### src/rtl/pmp_check_ctrl_pkg.sv
// PMP field/enum types shared by the check controller and its address comparators.
// Also holds the fault decision so the controller and any future users agree on it.
package pmp_check_ctrl_pkg;

    typedef enum logic [1:0] {
        PMP_OFF   = 2'd0,
        PMP_TOR   = 2'd1,
        PMP_NA4   = 2'd2,
        PMP_NAPOT = 2'd3
    } pmp_a_e;

    typedef enum logic [1:0] {
        ACC_R    = 2'd0,
        ACC_W    = 2'd1,
        ACC_X    = 2'd2,
        ACC_RSVD = 2'd3
    } pmp_acc_e;

    typedef struct packed {
        logic       l;
        logic [1:0] rsvd;
        pmp_a_e     a;
        logic       x;
        logic       w;
        logic       r;
    } pmp_cfg_t;

    // Reserved access code 11 is checked as a read.
    function automatic logic pmp_fault(input pmp_cfg_t cfg, input logic [1:0] acc,
                                       input logic mmode, input logic hit);
        logic perm;
        case (acc)
            2'b01:   perm = cfg.w;
            2'b10:   perm = cfg.x;
            default: perm = cfg.r;
        endcase
        if (!hit)
            return !mmode;
        if (mmode && !cfg.l)
            return 1'b0;
        return !perm;
    endfunction

endpackage

### src/rtl/pmp_check_ctrl_addr_check.sv
// Single-entry PMP address comparator (OFF/TOR/NA4/NAPOT); purely combinational.
// Zero latency, no flow control.
module pmp_addr_check
    import pmp_check_ctrl_pkg::*;
#(
    parameter int ADDR_WIDTH = 32
) (
    input  logic [ADDR_WIDTH-1:0] addr,
    input  pmp_a_e                cfg_a,
    input  logic [ADDR_WIDTH-1:0] pmp_addr,
    input  logic [ADDR_WIDTH-1:0] pmp_addr_last,
    output logic                  match
);

    logic [ADDR_WIDTH-1:0] napot_mask;

    always_comb begin
        // Trailing ones of pmpaddr plus the next bit encode the region size.
        napot_mask = ~(pmp_addr ^ (pmp_addr + ADDR_WIDTH'(1)));
        case (cfg_a)
            PMP_TOR:   match = (addr >= pmp_addr_last) && (addr < pmp_addr);
            PMP_NA4:   match = (addr == pmp_addr);
            PMP_NAPOT: match = ((addr & napot_mask) == (pmp_addr & napot_mask));
            default:   match = 1'b0;
        endcase
    end

endmodule

### src/rtl/pmp_check_ctrl.sv
// PMP check sequencer: scans LANES entries per cycle, lowest hit wins; response after groups+1 edges.
// One request outstanding; req_ready only in IDLE, response held until resp_ready.
module pmp_check_ctrl
    import pmp_check_ctrl_pkg::*;
#(
    parameter int ADDR_WIDTH = 32,
    parameter int PMP_NUM    = 16,
    parameter int LANES      = 4
) (
    input  logic                                clk,
    input  logic                                rst,
    input  logic                                req_valid,
    output logic                                req_ready,
    input  logic [ADDR_WIDTH-1:0]               req_addr,
    input  logic [1:0]                          req_acc,
    input  logic                                req_mmode,
    input  logic [PMP_NUM-1:0][7:0]             pmp_cfg,
    input  logic [PMP_NUM-1:0][ADDR_WIDTH-1:0]  pmp_addr,
    input  logic                                cfg_update,
    output logic                                resp_valid,
    input  logic                                resp_ready,
    output logic                                resp_fault,
    output logic [$clog2(PMP_NUM)-1:0]          resp_hit_idx,
    output logic                                resp_hit
);

    localparam int IDX_W  = $clog2(PMP_NUM);
    localparam int NGRP   = PMP_NUM / LANES;
    localparam int GRP_W  = (NGRP > 1) ? $clog2(NGRP) : 1;
    localparam int LANE_W = (LANES > 1) ? $clog2(LANES) : 1;
    localparam logic [GRP_W-1:0] LAST_GRP = GRP_W'(NGRP - 1);

    localparam logic [1:0] ST_IDLE = 2'd0;
    localparam logic [1:0] ST_SCAN = 2'd1;
    localparam logic [1:0] ST_RESP = 2'd2;

    logic [1:0]            state_q, state_d;
    logic [GRP_W-1:0]      grp_q, grp_d;
    logic [ADDR_WIDTH-1:0] addr_q, addr_d;
    logic [1:0]            acc_q, acc_d;
    logic                  mmode_q, mmode_d;
    logic                  fault_q, fault_d;
    logic                  hit_q, hit_d;
    logic [IDX_W-1:0]      idx_q, idx_d;

    logic [IDX_W-1:0]      lane_idx  [LANES];
    logic [ADDR_WIDTH-1:0] lane_last [LANES];
    pmp_cfg_t              lane_cfg  [LANES];
    logic [LANES-1:0]      lane_match;

    for (genvar g = 0; g < LANES; g++) begin : g_lane
        assign lane_idx[g]  = IDX_W'(32'(grp_q) * LANES + g);
        assign lane_cfg[g]  = pmp_cfg_t'(pmp_cfg[lane_idx[g]]);
        assign lane_last[g] = (lane_idx[g] == '0) ? '0 : pmp_addr[lane_idx[g] - IDX_W'(1)];

        pmp_addr_check #(
            .ADDR_WIDTH (ADDR_WIDTH)
        ) u_addr_check (
            .addr          (addr_q),
            .cfg_a         (lane_cfg[g].a),
            .pmp_addr      (pmp_addr[lane_idx[g]]),
            .pmp_addr_last (lane_last[g]),
            .match         (lane_match[g])
        );
    end

    logic              hit_any;
    logic [LANE_W-1:0] hit_lane;

    always_comb begin
        hit_any  = 1'b0;
        hit_lane = '0;
        for (int i = LANES - 1; i >= 0; i--) begin
            if (lane_match[i]) begin
                hit_any  = 1'b1;
                hit_lane = LANE_W'(i);
            end
        end
    end

    always_comb begin
        state_d = state_q;
        grp_d   = grp_q;
        addr_d  = addr_q;
        acc_d   = acc_q;
        mmode_d = mmode_q;
        fault_d = fault_q;
        hit_d   = hit_q;
        idx_d   = idx_q;
        case (state_q)
            ST_IDLE: begin
                if (req_valid) begin
                    addr_d  = req_addr;
                    acc_d   = req_acc;
                    mmode_d = req_mmode;
                    grp_d   = '0;
                    state_d = ST_SCAN;
                end
            end
            ST_SCAN: begin
                // A config write invalidates partial results, even a hit found this cycle.
                if (cfg_update) begin
                    grp_d = '0;
                end else if (hit_any) begin
                    hit_d   = 1'b1;
                    idx_d   = lane_idx[hit_lane];
                    fault_d = pmp_fault(lane_cfg[hit_lane], acc_q, mmode_q, 1'b1);
                    state_d = ST_RESP;
                end else if (grp_q == LAST_GRP) begin
                    hit_d   = 1'b0;
                    idx_d   = '0;
                    fault_d = !mmode_q;
                    state_d = ST_RESP;
                end else begin
                    grp_d = grp_q + GRP_W'(1);
                end
            end
            ST_RESP: begin
                if (resp_ready)
                    state_d = ST_IDLE;
            end
            default: state_d = ST_IDLE;
        endcase
    end

    always_ff @(posedge clk) begin
        if (rst) begin
            state_q <= ST_IDLE;
            grp_q   <= '0;
            addr_q  <= '0;
            acc_q   <= '0;
            mmode_q <= 1'b0;
            fault_q <= 1'b0;
            hit_q   <= 1'b0;
            idx_q   <= '0;
        end else begin
            state_q <= state_d;
            grp_q   <= grp_d;
            addr_q  <= addr_d;
            acc_q   <= acc_d;
            mmode_q <= mmode_d;
            fault_q <= fault_d;
            hit_q   <= hit_d;
            idx_q   <= idx_d;
        end
    end

    assign req_ready    = (state_q == ST_IDLE);
    assign resp_valid   = (state_q == ST_RESP);
    assign resp_fault   = fault_q;
    assign resp_hit     = hit_q;
    assign resp_hit_idx = idx_q;

endmodule

### config.mk
export PLATFORM = sky130hd
export DESIGN_NAME = pmp_check_ctrl
export DESIGN_NICKNAME = d
export VERILOG_FILES = /design/src/rtl/pmp_check_ctrl_pkg.sv /design/src/rtl/pmp_check_ctrl_addr_check.sv /design/src/rtl/pmp_check_ctrl.sv
export SDC_FILE = /design/constraint.sdc
export NUM_CORES = 1
export LEC_CHECK = 0
export BUFFER_PORTS_ARGS = -buffer_cell sky130_fd_sc_hd__buf_2
export CAP_MARGIN = 20
export CORE_AREA = 2 2 269 271
export CTS_BUF_LIST = sky130_fd_sc_hd__clkbuf_4
export DETAILED_ROUTE_END_ITERATION = 8
export DIE_AREA = 0 0 271 273
export PLACE_DENSITY = 0.51
export SKIP_LAST_GASP = 1
export SLEW_MARGIN = 10
export SYNTH_ARGS = -nofsm -noshare
export SYNTH_HDL_FRONTEND = slang
export SYNTH_SLANG_ARGS = --single-unit
### constraint.sdc
create_clock -name clk -period 6.8 [get_ports clk]
set_input_delay 1.02 -clock clk [delete_from_list [all_inputs] [get_ports clk]]
set_output_delay 1.02 -clock clk [all_outputs]
set_load 0.005 [all_outputs]
# == Yosys cells after proc, flatten, opt, wreduce, memory -nomap -nowiden ==
# Cells that the tools add are included.
# totals
register_bits,45
input_bits,680
out_inout_bits,8
wordCells,178
# op_classes
add_sub_neg,12
magnitude_cmp,17
eq_ne,31
n_mux,73
bitwise,18
n_reduce_logical,19
# ops
operator,count
$bmux 32 s4,7
$mux 32,12
$and 32x32->32,8
$eq 32x32->1,8
$add 32x1->32 const B,4
$ge 32x32->1,4
$lt 32x32->1,4
$not 32->32,4
$xor 32x32->32,4
$bmux 8 s4,3
$bmux 32 s2,1
$mux 8,6
$lt 4x5->1 const B,8
$bmux 8 s2,2
$mux 2,13
$eq 2x2->1 const B,11
$mux 1,17
$logic_not 4->1,4
$mux 4,4
$sub 4x1->4 const B,4
$eq 2x1->1 const B,6
$pmux 1 s3,4
$ne 3x3->1 const B,3
$add 4x2->4 const B,2
other kinds (18),27

# == Depth between registers and ports, before layout ==
# Gate-level depths: netlist of run 1.
# logic_depth
word_depth,25
mapped_depth,29
depth_no_buf,25

# == Cells and area by module ==
# A second synthesis of run 1 with hierarchy kept.
# hier_totals
hier_cells,2138
hier_area_um2,18470.2
# by_module_without_submodules
module,n_inst,cells_per_inst,area_per_inst_um2,seq_area_each_um2
pmp_addr_check,4,410,3005.4,0.0
pmp_check_ctrl,1,498,6448.7,900.9

# == Least setup slack after synthesis of run 1 ==
# OpenSTA, ideal clock, no wires.
# synth_path
kind,reg2reg
startpoint,register grp_q[0]
endpoint,register grp_q[1]
setup_time_ns,0.065
arrival_time_ns,6.127
required_time_ns,6.735
setup_slack_ns,0.608
path_stages_with_launch,27
n_path_buf,9
period_less_slack_ns,6.192
path_cell_list,dfxtp_1 -> buf_6 -> buf_8 -> buf_8 -> buf_8 -> buf_2 -> clkbuf_1 -> buf_2 -> inv_1 -> ha_1 -> clkbuf_1 -> clkbuf_1 -> mux4_2 -> nand2b_1 -> ha_1 -> a21o_1 -> a21o_1 -> a21oi_1 -> o21ai_0 -> a211o_1 -> o21ai_0 -> nand3_4 -> or2_1 -> or3_1 -> a311oi_2 -> mux2_1 -> nor2_1
# synth_via
elab_chain_len,15
elab_cells_between_ends,108
classes_between,add/sub: 12; order compare: 8; eq/ne: 23; mux: 40; bitwise: 16; reduce/logical: 9
# synth_rtl
item,line,source
from (decl),pmp_check_ctrl.sv:38,"logic [GRP_W-1:0] grp_q, grp_d;"
from (signal assigned),pmp_check_ctrl.sv:138,grp_q <= grp_d;
$add 4x2->4,pmp_check_ctrl.sv:52,assign lane_idx[g] = IDX_W'(32'(grp_q) * LANES + g);
$bmux 32 s4,pmp_check_ctrl.sv:61,".pmp_addr (pmp_addr[lane_idx[g]]),"
$mux 32 (not written as such),pmp_check_ctrl.sv:61,
$add 32x1->32,pmp_check_ctrl_addr_check.sv:19,napot_mask = ~(pmp_addr ^ (pmp_addr + ADDR_WIDTH'(1)));
$xor 32x32->32,pmp_check_ctrl_addr_check.sv:19,
$not 32->32,pmp_check_ctrl_addr_check.sv:19,
$and 32x32->32,pmp_check_ctrl_addr_check.sv:23,PMP_NAPOT: match = ((addr & napot_mask) == (pmp_addr & napot_mask));
$eq 32x32->1,pmp_check_ctrl_addr_check.sv:23,
$pmux 1 s3,pmp_check_ctrl_addr_check.sv:20,case (cfg_a)
$mux 1 (4 in series),pmp_check_ctrl.sv:74,if (lane_match[i]) begin
$ne 3x3->1 (no source line),--,
$reduce_and 4->1 (no source line),--,
# Parallel ways exist; a longest one is shown, timed or not. The select of a mux whose other input is x is not followed.
# A chain may end at the register's enable or synchronous reset.

# == Worst setup path in the final report of run 1 ==
# Same ends and word-level chain as after synthesis.

==> results of run 1 <==
[routing by layer]
metal	vias up	track usage	routed length, µm
met4	0	0.0676	2670
met2	610	0.374	40000
li1	8240	-	-
met3	87	0.0214	4400
met5	-	0	0
met1	8096	0.246	31200
[registers in the layout, summed over array words and instances (netlist names)]
register / cells
addr_q: 32
resp_hit_idx: 4
acc_q: 2
grp_q: 2
state_q: 2
mmode_q: 1
resp_fault: 1
resp_hit: 1
[where the power goes]
group | leakage (nW) | internal (mW) | total [mW] | switching, mW
registers | 0.370 | 0.278 | 0.319 | 0.0402
logic | 8.94 | 0.608 | 1.31 | 0.698
clock network | 0.0559 | 0.116 | 0.216 | 0.101
total | 9.37 | 1.00 | 1.84 | 0.839
[layout make-up]
type / count / area share
multi-input combinational: 1567 / 0.678
antenna: 9 / 0.00107
clock inverter: 3 / 0.00326
sequential: 45 / 0.0431
inverter: 183 / 0.0326
clock buffer: 5 / 0.00178
timing repair buffer: 724 / 0.184
tap: 950 / 0.0564
[worst paths after layout]
| check | end | start | slack (ps) |
|---|---|---|---|
| setup / recovery | grp_q[1]$_SDFFE_PP0P_ | grp_q[0]$_SDFFE_PP0P_ | 550 |
| hold / removal | addr_q[14]$_SDFFE_PP0P_ | addr_q[14]$_SDFFE_PP0P_ | 470 |
| setup reg to reg | grp_q[1]$_SDFFE_PP0P_ | grp_q[0]$_SDFFE_PP0P_ | 550 |
| hold reg to reg | addr_q[14]$_SDFFE_PP0P_ | addr_q[14]$_SDFFE_PP0P_ | 470 |
[cells by family after synthesis]
kind of cell               Yosys count
muxes                              199
buffers and inverters              241
AOI/OAI and AO/OA                  261
DFF                                 45
xor gates and xnor gates           207
and+or+nand+nor                    609
adders and majority gates          291
[cells in the mapped netlist, types with 5 or more instances]
cell type,number
nand2_1,244
a21o_1,17
nand4_1,49
and3_1,31
mux2i_1,14
nor2b_1,16
nor4_1,28
buf_2,15
a21oi_1,112
mux4_2,174
buf_8,5
o22ai_1,9
ha_1,291
or3_1,20
o211ai_1,13
xor2_1,104
inv_1,183
buf_12,6
o21a_1,6
a211oi_1,9
buf_6,5
dfxtp_1,45
a22oi_1,6
nand4b_1,5
nand3_1,46
nor3_1,44
nand2b_1,35
mux2_2,9
xnor2_1,102
nor2_1,58
clkbuf_1,20
a211o_1,5
o21ai_0,49
[tightest hold or removal path, delay by kind of cell (launching register included)]
family	cells	cell delay [ps]
AND/OR/NAND/NOR	1	50
AO/OA/AOI/OAI	1	50
flip-flops	1	340
[cells in the final DEF, fill, tap and decap left out, drive strengths merged, types with 5 or more instances in the layout]
cell type / Yosys / final
a211o: 5 / 5
nor4: 29 / 29
diode: 0 / 9
o21a: 6 / 6
buf: 38 / 724
nor2: 62 / 62
nand3: 49 / 49
mux4: 175 / 175
or3: 23 / 23
clkbuf: 20 / 5
inv: 183 / 184
xor2: 104 / 104
nand2: 244 / 244
xnor2: 103 / 103
a22oi: 6 / 6
dfxtp: 45 / 45
o211ai: 13 / 13
nand4b: 5 / 5
mux2: 10 / 10
o22ai: 9 / 9
o21ai: 54 / 54
nor2b: 16 / 16
nor3: 45 / 45
a211oi: 9 / 9
nand2b: 35 / 35
ha: 291 / 291
nand4: 50 / 50
and3: 32 / 32
a21o: 17 / 17
mux2i: 14 / 14
a21oi: 113 / 113
==> out/qor.txt, run 1 <==
Status: finished, final reports clean
IO buf count: 655
GRT Total Usage: 0.203
Static Leak: 9.37 nW
Layout Cells excl Fill: 3,486
Iter 0 DRT Violations: 942
Reg2Reg Depth: 22
Post-synthesis adder-cell area fraction: 0.223
CTS tree: built
Crit. End Element: register
First-pass GRT wire length: 110 mm
Bufs on Longest Clock Path: 2
Number of nets in the layout: 3,497
Crit-path cells: buf_4, mux4_2, inv_1, nor4_1, nand2_1, nor3_1, and3_1, inv_1, nor3_1, nand3_1, ha_1, xor2_1, nand2_1, xor2_1, nand4_1, nor4_1, a31o_2, or3_1, or3_1, a311oi_2, mux2_1, nor2_1
Final min period: 6250 ps
Drt drc: 0
Cell Area, Synth: 0.0163 mm²
Critical-path maximum fanout: 18
Clk Latency, worst-skew pair: 380 ps
TNS Setup: 0 ps
WP data arrival: 6580 ps
Worst setup path class: reg -> reg
Fillers: 7,648
Final Setup Violations: 0
Overall Power: 1.84 mW
Post-Synth Simple-Gate Area: 0.187
Hold slack final: 466 ps
Placer Congestion: 0.885
Finished Core Util: 0.297
YS warnings: 0
Sequential share of the synthesized area: 0.0552
ANT nets after route: 0
Area share of the largest cell type after synthesis: 0.240
Synth async-reset ratio: 0
Slowest stage delay, CP: 680 ps
Max_cap viols: 0
Largest family of logic cells by synthesized area: multiplexers
Design area: 0.0211 mm²
Req. time, crit path: 7130 ps
Antenna violations before repair: 14
CP startpoint kind: register
RSZ-0062 raised after global routing: no
Final-report hold violation count: 0
Synth-to-Final Area Change: 29.2%
Multiplexer share of the synthesized area: 0.257
Multi-input combinational cell area: 0.0143 mm²
Xor-xnor portion of the synthesized cell area: 0.112
Setup Skew: 12.0 ps
Overflow after GRT: 0
Sequential cell area: 908 µm²
Die H: 273 µm
Peak VDD IR: 0.0870 mV
Synth area leader: mux4_2
Unique masters post-synth: 80
Largest net degree at the start of global routing: 46
Top_reg_cell synth: dfxtp_1
Initial Util: 0.230
Root Driver: clkbuf_4
Fmax: 0.160 GHz
Total core area: 0.0710 mm²
Delay-heaviest family, CP: simple AND/OR/NAND/NOR gates
H-tree depth: 2
WP depth: 22
Relative slew slack: 0.426
Syn nets: 2,824
Vias in the first global route: 17,100
Vias: 17,000
WL final: 78.2 mm
Power per cell area: 87.3 mW/mm²
Rows: 98
Via density: 4.89
Routed WL per cell: 22.4 µm
Die Wd: 271 µm
Post-CTS Resized: 0
Slew Viols, Final: 0
Share of layout cells above drive strength 1: 0.372
Inst Count DP: 3,467
Slew @ Worst Pin: 853 ps
Die footprint: 0.0740 mm²
Placement Setup Slack: 330 ps
Clock sinks: 45
Compound-cell area share of the yosys netlist: 0.0971
Final period util: 0.920
Fin worst setup slack: 547 ps
Post-CTS Setup Inserts: 0
Synth area leaders: mux4_2 24%, ha_1 22%, nand2_1 5.6%
DP Area: 0.0209 mm²
Hold buffers post-CTS: 0
Post-synth EDFFs: 0
Post-DP HPWL: 68.7 mm
Mean Syn Cell Area: 8.81 µm²
Num ports: 688
Yosys reg bits: 45
Synthesized instance count: 1,853
Worst path slowest cell: dfxtp_4
Hold Path Depth: 2
TritonRoute pass-1 iters: 8
Num CTS Buffers: 5
HP Class: reg -> reg
Clk slew on worst S/H paths: 150 ps
Crit path buffers/inverters: 3
Note: power is estimated with default switching activity, not from simulation.
==> inputs of run 2 (changes only) <==
--- a/config.mk
+++ b/config.mk
@@ -5,13 +5,13 @@
 export SDC_FILE = /design/constraint.sdc
 export NUM_CORES = 1
 export LEC_CHECK = 0
-export BUFFER_PORTS_ARGS = -buffer_cell sky130_fd_sc_hd__buf_2
 export CAP_MARGIN = 20
 export CORE_AREA = 2 2 269 271
 export CTS_BUF_LIST = sky130_fd_sc_hd__clkbuf_4
 export DETAILED_ROUTE_END_ITERATION = 8
 export DIE_AREA = 0 0 271 273
-export PLACE_DENSITY = 0.51
+export DONT_BUFFER_PORTS = 1
+export PLACE_DENSITY = 0.43
 export SKIP_LAST_GASP = 1
 export SLEW_MARGIN = 10
 export SYNTH_ARGS = -nofsm -noshare
==> run 2 against run 1 <==
  * Combinational power is 15% lower
  * Sequential power is essentially flat
  * Setup slack worse by 76 ps
  * Critical path type unchanged
==> out/qor.txt, run 2 (same netlist as run 1, synthesis figures left out) <==
Antenna violations before repair: 19
Overflow after GRT: 0
Crit. End Element: register
Final period util: 0.931
Number of nets in the layout: 2,851
Num CTS Buffers: 5
P_int: 0.806 mW
Setup Skew: 15.0 ps
Commonest non-fill, non-tap cells in the layout: 291 x ha_1, 244 x nand2_1, 183 x inv_1, 174 x mux4_2, 112 x a21oi_1
Die H: 273 µm
Fmax: 0.158 GHz
ANT nets after route: 0
Overall Power: 1.58 mW
GRT Total Usage: 0.198
Via density: 5.27
Reg2Reg Depth: 24
Sequential share of power: 0.202
FF-to-FF setup slack: 470 ps
Design area: 0.0179 mm²
Worst setup path class: reg -> reg
WP data arrival: 6660 ps
Bufs on Longest Clock Path: 2
Final min period: 6330 ps
Max_cap viols: 0
Fillers: 7,626
Share of layout cells above drive strength 1: 0.157
Largest Register: addr_q
Clk Latency, worst-skew pair: 380 ps
GR met2 Demand/Resource: 0.375
Clk slew on worst S/H paths: 150 ps
Routing usage on met1: 0.235
Power per cell area: 88.6 mW/mm²
Placer Congestion: 1.08
NetSw: 0.776 mW
Drt drc: 0
HP Class: reg -> reg
Post-DP HPWL: 67.7 mm
Gr busiest metal: met2
Met3 Use GR: 0.0170
Die Wd: 271 µm
Clock sinks: 45
Final-report hold violation count: 0
Total core area: 0.0710 mm²
CP startpoint kind: register
Status: finished, final reports clean
Final Setup Violations: 0
Reg2Reg Launch Point: grp_q[0]$_SDFFE_PP0P_
Largest net degree at the start of global routing: 46
Clk network pwr share: 0.090
Number of flip-flops in the largest register: 32
Hold path endpoint: addr_q[0]$_SDFFE_PP0P_
Relative slew slack: 0.322
WL final: 77.2 mm
Rows: 98
Slew Viols, Final: 0
First-pass GRT wire length: 106 mm
Commonest non-fill, non-tap cell in the layout: ha_1
Root Driver: clkbuf_4
RSZ-0062 raised after global routing: no
Initial Util: 0.230
Switching portion of total power: 0.491
Req. time, crit path: 7130 ps
Vias in the first global route: 15,200
Min-delay src: addr_q[0]$_SDFFE_PP0P_
TritonRoute pass-1 iters: 5
TNS Setup: 0 ps
IO buf count: 0
Iter 0 DRT Violations: 850
Slew @ Worst Pin: 1020 ps
Hold Path Depth: 2
R2r endpoint: grp_q[1]$_SDFFE_PP0P_
Die footprint: 0.0740 mm²
Hold buffers post-CTS: 0
DP Area: 0.0176 mm²
Vias: 15,000
Synth-to-Final Area Change: 9.35%
Static Leak: 6.80 nW
CTS tree: built
Part of the power in combinational logic: 0.708
Finished Core Util: 0.251
Num ports: 688
Routed WL per cell: 27.1 µm
Peak VDD IR: 0.0666 mV
Critical-path maximum fanout: 25
H-tree depth: 2
run 2: cell type report:
class	count	area [µm²]	share of cell area
Timing Repair Buffer	78	656	0.0367
Tap cell	950	1190	0.0666
Inverter	183	687	0.0385
Clock buffer	6	45.0	0.00252
Multi-Input combinational cell	1567	14300	0.801
Antenna cell	19	47.5	0.00266
Sequential cell	45	908	0.0509
Clock inverter	2	16.3	0.000911
run 2: power by group through the flow:
stage	Sequential, mW	Clock (mW)	Combinational (mW)
6_report	0.319	0.142	1.12
5_1_grt	0.321	0.160	1.25
4_1_cts	0.323	0.150	1.13
3_5_place_dp	0.329	0	1.12
3_3_place_gp	0.329	0	1.10
2_1_floorplan	0.311	0	0.798
run 2: stage by stage:
stage	hold slack (ps)	std cells	setup slack, ps
after floorplan	436	1853	608
after global placement	447	2811	325
after detailed placement	446	2811	289
after CTS	465	2819	248
after global routing	491	2847	9.88
final	464	2850	471
run 2: critical path, stage by stage, from the launching register on:
cell	delay, ps
dfxtp_4	520
buf_12	250
buf_12	240
mux4_2	330
inv_1	100
nor4_1	450
nand2_1	130
nor2_1	230
and2_1	210
and3_1	220
inv_1	70
nor3_1	420
nand2_1	130
ha_1	300
xnor2_1	140
or3_1	320
nand4_1	110
nor4_1	60
nand4_1	170
o211ai_1	320
or2_1	370
or3_1	340
a311oi_2	380
mux2_1	350
nor2_1	80
run 2: worst max path at each step:
stage	endpoint	slack (ps)	start	cells past startpoint
after floorplan	grp_q[1]$_SDFFE_PP0P_	610	grp_q[0]$_SDFFE_PP0P_	26
after global placement	grp_q[1]$_SDFFE_PP0P_	320	grp_q[0]$_SDFFE_PP0P_	24
after detailed placement	grp_q[1]$_SDFFE_PP0P_	290	grp_q[0]$_SDFFE_PP0P_	24
after CTS	grp_q[1]$_SDFFE_PP0P_	250	grp_q[0]$_SDFFE_PP0P_	24
after global routing	grp_q[1]$_SDFFE_PP0P_	10	grp_q[0]$_SDFFE_PP0P_	24
final	grp_q[1]$_SDFFE_PP0P_	470	grp_q[0]$_SDFFE_PP0P_	24
run 2: repair_timing:
action                                  CTS  global route
buffers inserted                          0            12
resized for setup                         0             1
endpoints found under the setup margin    0             8
run 2: per-layer routing:
| metal | wire length (µm) | vias to the layer above |
|---|---|---|
| li1 | - | 6949 |
| met1 | 30500 | 7373 |
| met2 | 40600 | 633 |
| met3 | 3850 | 76 |
| met4 | 2270 | 0 |
| met5 | 0 | - |
==> inputs of run 3 (changes only) <==
==> constraint.sdc (replaced) <==
create_clock -name clk -period 7 [get_ports clk]
set_input_delay 1.05 -clock clk [delete_from_list [all_inputs] [get_ports clk]]
set_output_delay 1.05 -clock clk [all_outputs]
set_load 0.005 [all_outputs]
==> run 3 against run 2 <==
  * Total power down 3.8%
  * Utilization decreased by 0.19 points
  * Clock power fell by 3%
  * Sequential power shrank 5%
  * Global-route usage fell by 0.32 points
  * Critical path type unchanged
  * Largest cell class unchanged
  * Largest power group unchanged
==> out/qor.txt, run 3 (same netlist as run 1, synthesis figures left out) <==
Inst Count DP: 2,807
Drt drc: 0
Commonest non-fill, non-tap cell in the layout: ha_1
Post-CTS Setup Inserts: 0
Reg2Reg Launch Point: grp_q[1]$_SDFFE_PP0P_
GRT Total Usage: 0.194
Post-CTS Resized: 0
Req. time, crit path: 7320 ps
Post-DP HPWL: 66.9 mm
Slew Viols, Final: 0
Largest net degree at the start of global routing: 58
Crit-path cells: buf_4, mux4_2, inv_1, nor4_1, nand2_1, nor2_1, and2_1, and3_1, inv_1, nor3_1, nand2_1, ha_1, xnor2_1, or3_1, nand4_1, nor4_1, nand4_1, o211ai_1, buf_4, or2_1, or3_1, a311oi_2, mux2_1, nor2_1
Max_cap viols: 0
Num CTS Buffers: 5
ANT nets after route: 0
Reg2Reg Depth: 24
Die footprint: 0.0740 mm²
Setup Skew: 13.4 ps
Critical-path maximum fanout: 37
FF-to-FF setup slack: 650 ps
Placer Congestion: 1.08
Antenna violations before repair: 23
Initial Util: 0.230
Iter 0 DRT Violations: 847
Overall Power: 1.52 mW
Routed WL per cell: 26.5 µm
Final-report hold violation count: 0
Largest Register: addr_q
Crit path to: grp_q[1]$_SDFFE_PP0P_
DP Area: 0.0176 mm²
CTS tree: built
Layout Cells excl Fill: 2,837
Clk Latency, worst-skew pair: 370 ps
CP startpoint kind: register
Clk slew on worst S/H paths: 160 ps
Crit. End Element: register
R2r endpoint: grp_q[1]$_SDFFE_PP0P_
Design area: 0.0177 mm²
Root Driver: clkbuf_4
Final Setup Violations: 0
Worst setup path class: reg -> reg
Static Leak: 6.71 nW
TritonRoute pass-1 iters: 5
First-pass GRT wire length: 105 mm
Synth-to-Final Area Change: 8.54%
Critical Path Start: grp_q[1]$_SDFFE_PP0P_
Worst path slowest cell: dfxtp_4
H-tree depth: 2
Via density: 5.26
Number of flip-flops in the largest register: 32
Overflow after GRT: 0
Hold buffers post-CTS: 0
Rows: 98
Slew @ Worst Pin: 1030 ps
WP data arrival: 6670 ps
TNS Setup: 0 ps
IO buf count: 0
Vias: 14,900
Share of layout cells above drive strength 1: 0.150
WL final: 75.3 mm
Final min period: 6350 ps
HP Class: reg -> reg
Final period util: 0.908
Relative slew slack: 0.313
Bufs on Longest Clock Path: 2
Clock sinks: 45
Peak VDD IR: 0.0673 mV
Fmax: 0.157 GHz
Commonest non-fill, non-tap cells in the layout: 291 x ha_1, 244 x nand2_1, 183 x inv_1, 174 x mux4_2, 112 x a21oi_1
Die H: 273 µm
Num ports: 688
Vias in the first global route: 15,200
Status: finished, final reports clean
Number of nets in the layout: 2,835
Finished Core Util: 0.250
Die Wd: 271 µm
Power per cell area: 85.9 mW/mm²
RSZ-0062 raised after global routing: no
Slowest stage delay, CP: 670 ps
Total core area: 0.0710 mm²
run 3: critical path: cells and delay by family (launching register included):
family / cells / cell delay (ps)
simple gates: 14 / 3040
buf+inv: 4 / 840
mux: 2 / 730
flops: 1 / 670
compound gates: 2 / 500
fa+ha+maj: 1 / 310
xor+xnor: 1 / 130
run 3: worst min path at each step:
stage,start,to,slack [ps],cells past startpoint
final,addr_q[9]$_SDFFE_PP0P_,addr_q[9]$_SDFFE_PP0P_,460,2
after global placement,addr_q[5]$_SDFFE_PP0P_,addr_q[5]$_SDFFE_PP0P_,440,2
after detailed placement,addr_q[0]$_SDFFE_PP0P_,addr_q[0]$_SDFFE_PP0P_,440,2
after CTS,addr_q[0]$_SDFFE_PP0P_,addr_q[0]$_SDFFE_PP0P_,460,2
after floorplan,addr_q[0]$_SDFFE_PP0P_,addr_q[0]$_SDFFE_PP0P_,440,2
after global routing,addr_q[5]$_SDFFE_PP0P_,addr_q[5]$_SDFFE_PP0P_,490,2
run 3: layout make-up:
| class | count | area (µm²) |
|---|---|---|
| multi-input cells | 1567 | 14300 |
| well taps | 950 | 1190 |
| clock inverters | 3 | 21.3 |
| inverters | 183 | 687 |
| repair buffers | 62 | 523 |
| fillers | 7614 | 53300 |
| clock buffers | 5 | 37.5 |
| flip-flops and latches | 45 | 908 |
| diodes | 22 | 55.1 |
run 3: layer usage:
layer  track usage  vias up  wire length, µm
met3        0.0119       85             2970
met1         0.232     7324            30400
met2         0.369      592            39700
li1              -     6913                -
met4        0.0612        0             2190
met5             0        -                0
run 3: per-stage QoR:
stage	setup WS [ps]	hold WS [ps]
2_1_floorplan	808	436
3_3_place_gp	483	444
3_5_place_dp	534	444
4_1_cts	624	464
5_1_grt	127	489
6_report	646	463
run 3: power breakdown:
| part | internal, mW | switching, mW | leakage, nW | total, mW |
|---|---|---|---|---|
| logic | 0.465 | 0.616 | 6.31 | 1.08 |
| clock network | 0.0400 | 0.0983 | 0.0317 | 0.138 |
| registers | 0.270 | 0.0325 | 0.370 | 0.303 |
